`src/rtl/game_fsm_pkg.sv`:
```
// Shared definitions for the game controller: the state encoding, the width
// of the score and the score ceiling, plus a saturating increment helper.
package game_fsm_pkg;

    localparam logic [1:0] ST_IDLE   = 2'd0;
    localparam logic [1:0] ST_ACTIVE = 2'd1;
    localparam logic [1:0] ST_OVER   = 2'd2;

    localparam int SCORE_W = 6;
    localparam logic [SCORE_W-1:0] SCORE_MAX = 6'd63;

    function automatic logic [SCORE_W-1:0] sat_inc(input logic [SCORE_W-1:0] v);
        return (v == SCORE_MAX) ? v : v + 1'b1;
    endfunction

endpackage

```
`src/rtl/sync_edge_detect.sv`:
```
// Rising-edge detector with an optional 2-flop synchronizer in front of it.
//
// Ports:
//   clk_i   system clock
//   rst_i   synchronous active-high reset, clears every flop
//   d_i     input level (asynchronous when SYNC_EN=1)
//   rise_o  1-cycle pulse when the (synchronized) level goes 0 -> 1
//
// With SYNC_EN=0 the pulse is combinational from d_i so that a sample high at
// edge N is acted on at edge N by the consumer.
module sync_edge_detect #(
    parameter bit SYNC_EN = 1'b0
) (
    input  logic clk_i,
    input  logic rst_i,
    input  logic d_i,
    output logic rise_o
);

    logic level;
    logic prev_q;

    generate
        if (SYNC_EN) begin : g_sync
            logic [1:0] sync_q;
            always_ff @(posedge clk_i) begin
                if (rst_i) begin
                    sync_q <= 2'b00;
                end else begin
                    sync_q <= {sync_q[0], d_i};
                end
            end
            assign level = sync_q[1];
        end else begin : g_nosync
            assign level = d_i;
        end
    endgenerate

    always_ff @(posedge clk_i) begin
        if (rst_i) begin
            prev_q <= 1'b0;
        end else begin
            prev_q <= level;
        end
    end

    assign rise_o = level & ~prev_q;

endmodule

```
`src/rtl/game_fsm_ctrl.sv`:
```
// Game controller: sequences IDLE -> ACTIVE -> OVER and counts score edges
// while a round is active.
//
// Ports:
//   clkIn          100 MHz system clock
//   reset          synchronous active-high reset
//   incrementClk   slow game tick, asynchronous (internal timer only)
//   startGame      start / restart request
//   player_scored  score event, rising edge = one point
//   timer_expired  external end-of-round request (level)
//   game_active    registered, 1 only in ACTIVE
//   score          registered, points of the current / most recent round
//
// Build option: GAME_FSM_INTERNAL_TIMER_EN adds a round countdown of
// game_timer incrementClk ticks that ends the round on its own.
//
// state     | meaning
// ----------+-------------------------------------------------
// ST_IDLE   | after reset, waiting for startGame
// ST_ACTIVE | round running, score edges counted
// ST_OVER   | round ended, score frozen, waiting for startGame
// (3)       | illegal, recovers to ST_IDLE on the next edge
module game_fsm_ctrl
    import game_fsm_pkg::*;
#(
    parameter int unsigned game_timer = 30
) (
    input  logic               clkIn,
    input  logic               reset,
    input  logic               incrementClk,
    input  logic               startGame,
    input  logic               player_scored,
    input  logic               timer_expired,
    output logic               game_active,
    output logic [SCORE_W-1:0] score
);

    logic [1:0]         state_q, state_d;
    logic [SCORE_W-1:0] score_q, score_d;
    logic               game_active_q;
    logic               score_rise;
    logic               round_end;
    logic               enter_active;

    // The edge register runs in every state, so a level already high when
    // the round starts is not counted.
    sync_edge_detect #(.SYNC_EN(1'b0)) u_score_edge (
        .clk_i  (clkIn),
        .rst_i  (reset),
        .d_i    (player_scored),
        .rise_o (score_rise)
    );

`ifdef GAME_FSM_INTERNAL_TIMER_EN
    localparam int CNT_W = $clog2(game_timer + 1);

    logic             tick;
    logic             timer_done;
    logic [CNT_W-1:0] cnt_q, cnt_d;

    sync_edge_detect #(.SYNC_EN(1'b1)) u_tick (
        .clk_i  (clkIn),
        .rst_i  (reset),
        .d_i    (incrementClk),
        .rise_o (tick)
    );

    // The tick that takes the count from 1 to 0 ends the round in that cycle.
    assign timer_done = (state_q == ST_ACTIVE) && tick && (cnt_q == CNT_W'(1));
    assign round_end  = timer_expired | timer_done;

    always_comb begin
        cnt_d = cnt_q;
        if (enter_active) begin
            cnt_d = CNT_W'(game_timer);
        end else if ((state_q == ST_ACTIVE) && tick && (cnt_q != '0)) begin
            cnt_d = cnt_q - 1'b1;
        end
    end

    always_ff @(posedge clkIn) begin
        if (reset) begin
            cnt_q <= '0;
        end else begin
            cnt_q <= cnt_d;
        end
    end
`else
    logic unused_timer_in;
    assign unused_timer_in = incrementClk ^ (game_timer == 0);
    assign round_end       = timer_expired;
`endif

    always_comb begin
        state_d = state_q;
        score_d = score_q;
        case (state_q)
            ST_IDLE, ST_OVER: begin
                if (startGame) begin
                    state_d = ST_ACTIVE;
                    score_d = '0;
                end
            end
            ST_ACTIVE: begin
                // Expiry wins over a coincident score edge.
                if (round_end) begin
                    state_d = ST_OVER;
                end else if (score_rise) begin
                    score_d = sat_inc(score_q);
                end
            end
            default: state_d = ST_IDLE;
        endcase
    end

    assign enter_active = (state_q != ST_ACTIVE) && (state_d == ST_ACTIVE);

    always_ff @(posedge clkIn) begin
        if (reset) begin
            state_q       <= ST_IDLE;
            score_q       <= '0;
            game_active_q <= 1'b0;
        end else begin
            state_q       <= state_d;
            score_q       <= score_d;
            game_active_q <= (state_d == ST_ACTIVE);
        end
    end

    assign game_active = game_active_q;
    assign score       = score_q;

endmodule

```
`config.mk`:
```
export PLATFORM = sky130hd
export DESIGN_NAME = game_fsm_ctrl
export DESIGN_NICKNAME = d
export VERILOG_FILES = /design/src/rtl/game_fsm_pkg.sv /design/src/rtl/sync_edge_detect.sv /design/src/rtl/game_fsm_ctrl.sv
export SDC_FILE = /design/constraint.sdc
export NUM_CORES = 1
export LEC_CHECK = 0
export ABC_AREA = 1
export CAP_MARGIN = 25
export CORE_AREA = 2 2 39 41
export DETAILED_ROUTE_END_ITERATION = 6
export DIE_AREA = 0 0 41 43
export PLACE_DENSITY = 0.74
export RECOVER_POWER = 25
export SLEW_MARGIN = 5
export SYNTH_ARGS = -nofsm -noshare
export SYNTH_HDL_FRONTEND = slang
export SYNTH_SLANG_ARGS = --single-unit
```
`constraint.sdc`:
```
create_clock -name clkIn -period 1.5 [get_ports clkIn]
set_input_delay 0.15 -clock clkIn [delete_from_list [all_inputs] [get_ports clkIn]]
set_output_delay 0.15 -clock clkIn [all_outputs]
set_load 0.005 [all_outputs]
```
==> impl_metrics.json <==
{
  "status": "finished, final reports clean",
  "reg2reg_depth": 8,
  "clkLatencyLatePin_ps": 270,
  "end_kind": "primary output",
  "final-hold-violation-count": 0,
  "slew_violations": 0,
  "place_area_um2": 692,
  "cts_root_buf": "clkbuf_4",
  "synth_top_area_share": 0.356,
  "finalCriticalPeriod_ps": 1370,
  "cp-startpoint": "score[2]",
  "clk_pin_slew_ps": 70,
  "final_core_util": 0.526,
  "first_pass_iters": 4,
  "track_usage": 0.160,
  "synth_fa_ha_area_frac": 0.0223,
  "r2r-start": "score[0]",
  "vias": 539,
  "rsz0062_at_grt": "false",
  "cp_num_buf_inv": 1,
  "p_leak_nw": 0.311,
  "dp_hpwl_um": 810,
  "ir_worst_vdd_v": 0.000518,
  "fin_setup_tns_ps": 0,
  "antenna_left": 0,
  "post_cts_buffers": 0,
  "grt_pass1_vias": 484,
  "cts_tree": "yes",
  "finalCritPeriodShare": 0.912,
  "fin_skew_ps": 2.12,
  "synth_flop_cell": "dfxtp_1",
  "holdWs_ps": 426,
  "async_flop_share": 0,
  "holdCritStartpoint": "player_scored",
  "powerDensity_nw_per_um2": 953,
  "crit-reg2reg-capture": "score[1]",
  "synth.most_common_cell": "nand2_1",
  "grt_max_degree": 9,
  "required_ps": 1350,
  "postLayoutCellArea_um2": 728,
  "synth_top_family_by_area": "simple AND/OR/NAND/NOR gates",
  "cp_max_fo": 6,
  "syn_nets": 91,
  "wire_per_inst_um": 8.94,
  "slowest_stage": "clkdlybuf4s50_1",
  "die_h_um": 43,
  "ys_warn_count": 0,
  "cap_viol_max_count": 0,
  "area_growth_pct": 29.6,
  "cpLargestDelayFamily": "buffers and inverters",
  "path_cells": "clkdlybuf4s50_1",
  "fillers": 139,
  "io_buffers": 11,
  "top_level_ports": 13,
  "hp-class": "input port to flip-flop",
  "die_area_um2": 1760,
  "cts.path.max_buffers": 2,
  "initial_utilization": 0.406,
  "yosys.area_share.xor_xnor": 0,
  "synth_common_cells": "nand2_1 (19), nor2_1 (18), dfxtp_1 (10), inv_1 (9), nand3_1 (8)",
  "grt-ovfl-total": 0,
  "worstSetupStartpointType": "flip-flop",
  "clock.fmax_mhz": 731,
  "yosysTopAreaCell": "dfxtp_1",
  "core-area_um2": 1380,
  "htree_levels": 1,
  "rrSetupSlack_ps": 230,
  "holdBufCountCts": 0,
  "n_antenna_cell": 0,
  "antenna_found_initial": 0,
  "synth_cell_type_count": 17,
  "synth_compound_area_frac": 0.0512,
  "cts_resized": 0,
  "maxSlewHeadroom": 0.849,
  "yosys-top-cells-area": "dfxtp_1 (36%), nand2_1 (13%), nor2_1 (12%)",
  "ys_seq_elements": 10,
  "grt_first_pass_wirelength_um": 1880,
  "syn-cell-area_um2": 562,
  "synth_edf_count": 0,
  "fp.dieW_um": 41,
  "path_class": "flip-flop to primary output",
  "synth_mux_area_frac": 0,
  "cts_num_sinks": 10,
  "cp.depth": 1,
  "avgViaCountPerCell": 4.69,
  "drt_iter0_markers": 9,
  "cp-endpoint": "score[2]",
  "place.gp.congestion": 0.728,
  "drc_errors": 0,
  "syn_area_per_cell_um2": 6.69,
  "layout-drive-gt1-share": 0.162,
  "rows": 14,
  "setup_viol": 0,
  "synth-simple-area-share": 0.483,
  "routed_wl_um": 1030,
  "slowest_delay_ps": 530,
  "crit_arrival_ps": 1220,
  "tightest_slew_ps": 224,
  "layout.nets": 107,
  "cts_buffers": 3,
  "seq_area_frac_synth": 0.356,
  "synth_cells": 84
}
## layer usage
metal	vias to the layer above	GRT usage	wire length [um]
met4	0	0.127	25
met3	4	0.0628	47
li1	287	-	-
met1	239	0.175	462
met5	-	0	0
met2	9	0.231	493
## cell usage in the layout, fill, tap and decap left out, types with 2 or more instances in the layout
master / netlist / layout
nand2_2: 3 / 3
nand3_1: 8 / 8
nor2_1: 18 / 18
clkdlybuf4s50_1: 0 / 10
a21oi_1: 3 / 3
inv_2: 4 / 4
nand2_1: 19 / 19
inv_1: 9 / 9
dfxtp_1: 10 / 10
clkbuf_4: 0 / 3
nand2_4: 2 / 2
## kinds of logic (layout without fill, tap and decap cells)
kind of cell / count (synthesis) / in the layout
fa+ha+maj: 1 / 1
simple gates: 55 / 55
compound gates: 5 / 5
flops: 10 / 10
buf+inv: 13 / 28
## sequential cells by signal, summed over array words and instances (netlist names)
name / cells
score: 6
u_score_edge.prev_q: 1
game_active: 1
state_q: 2
## metrics by stage
step / std cells / total power [mW] / worst slack [ps]
2_1_floorplan: 84 / 0.403 / 326
3_3_place_gp: 111 / 0.450 / 123
3_5_place_dp: 111 / 0.454 / 97.5
4_1_cts: 115 / 0.700 / 126
5_1_grt: 115 / 0.742 / 61.1
6_report: 115 / 0.694 / 132
## report_power, final
group	switching (mW)	internal, mW
logic	0.0817	0.0682
clock network	0.101	0.148
registers	0.0133	0.282
total	0.196	0.498
## area by class of cell
| type | instances | area, um^2 | share of cell area |
|---|---|---|---|
| Sequential cell | 10 | 200 | 0.275 |
| Tap cell | 16 | 20.0 | 0.0275 |
| Inverter | 13 | 48.8 | 0.0670 |
| Timing Repair Buffer | 11 | 110 | 0.151 |
| Multi-Input combinational cell | 61 | 313 | 0.430 |
| Clock buffer | 4 | 36.3 | 0.0498 |
## how the worst min path moves through the flow
| stage | endpoint | cells past startpoint | slack (ps) |
|---|---|---|---|
| after floorplan | score[2] | 1 | 220 |
| after global placement | score[4] | 2 | 480 |
| after detailed placement | score[4] | 2 | 470 |
| after CTS | u_score_edge.prev_q | 3 | 430 |
| after global routing | u_score_edge.prev_q | 3 | 480 |
| final | u_score_edge.prev_q | 3 | 430 |
Power figures use the tool's default switching activity.
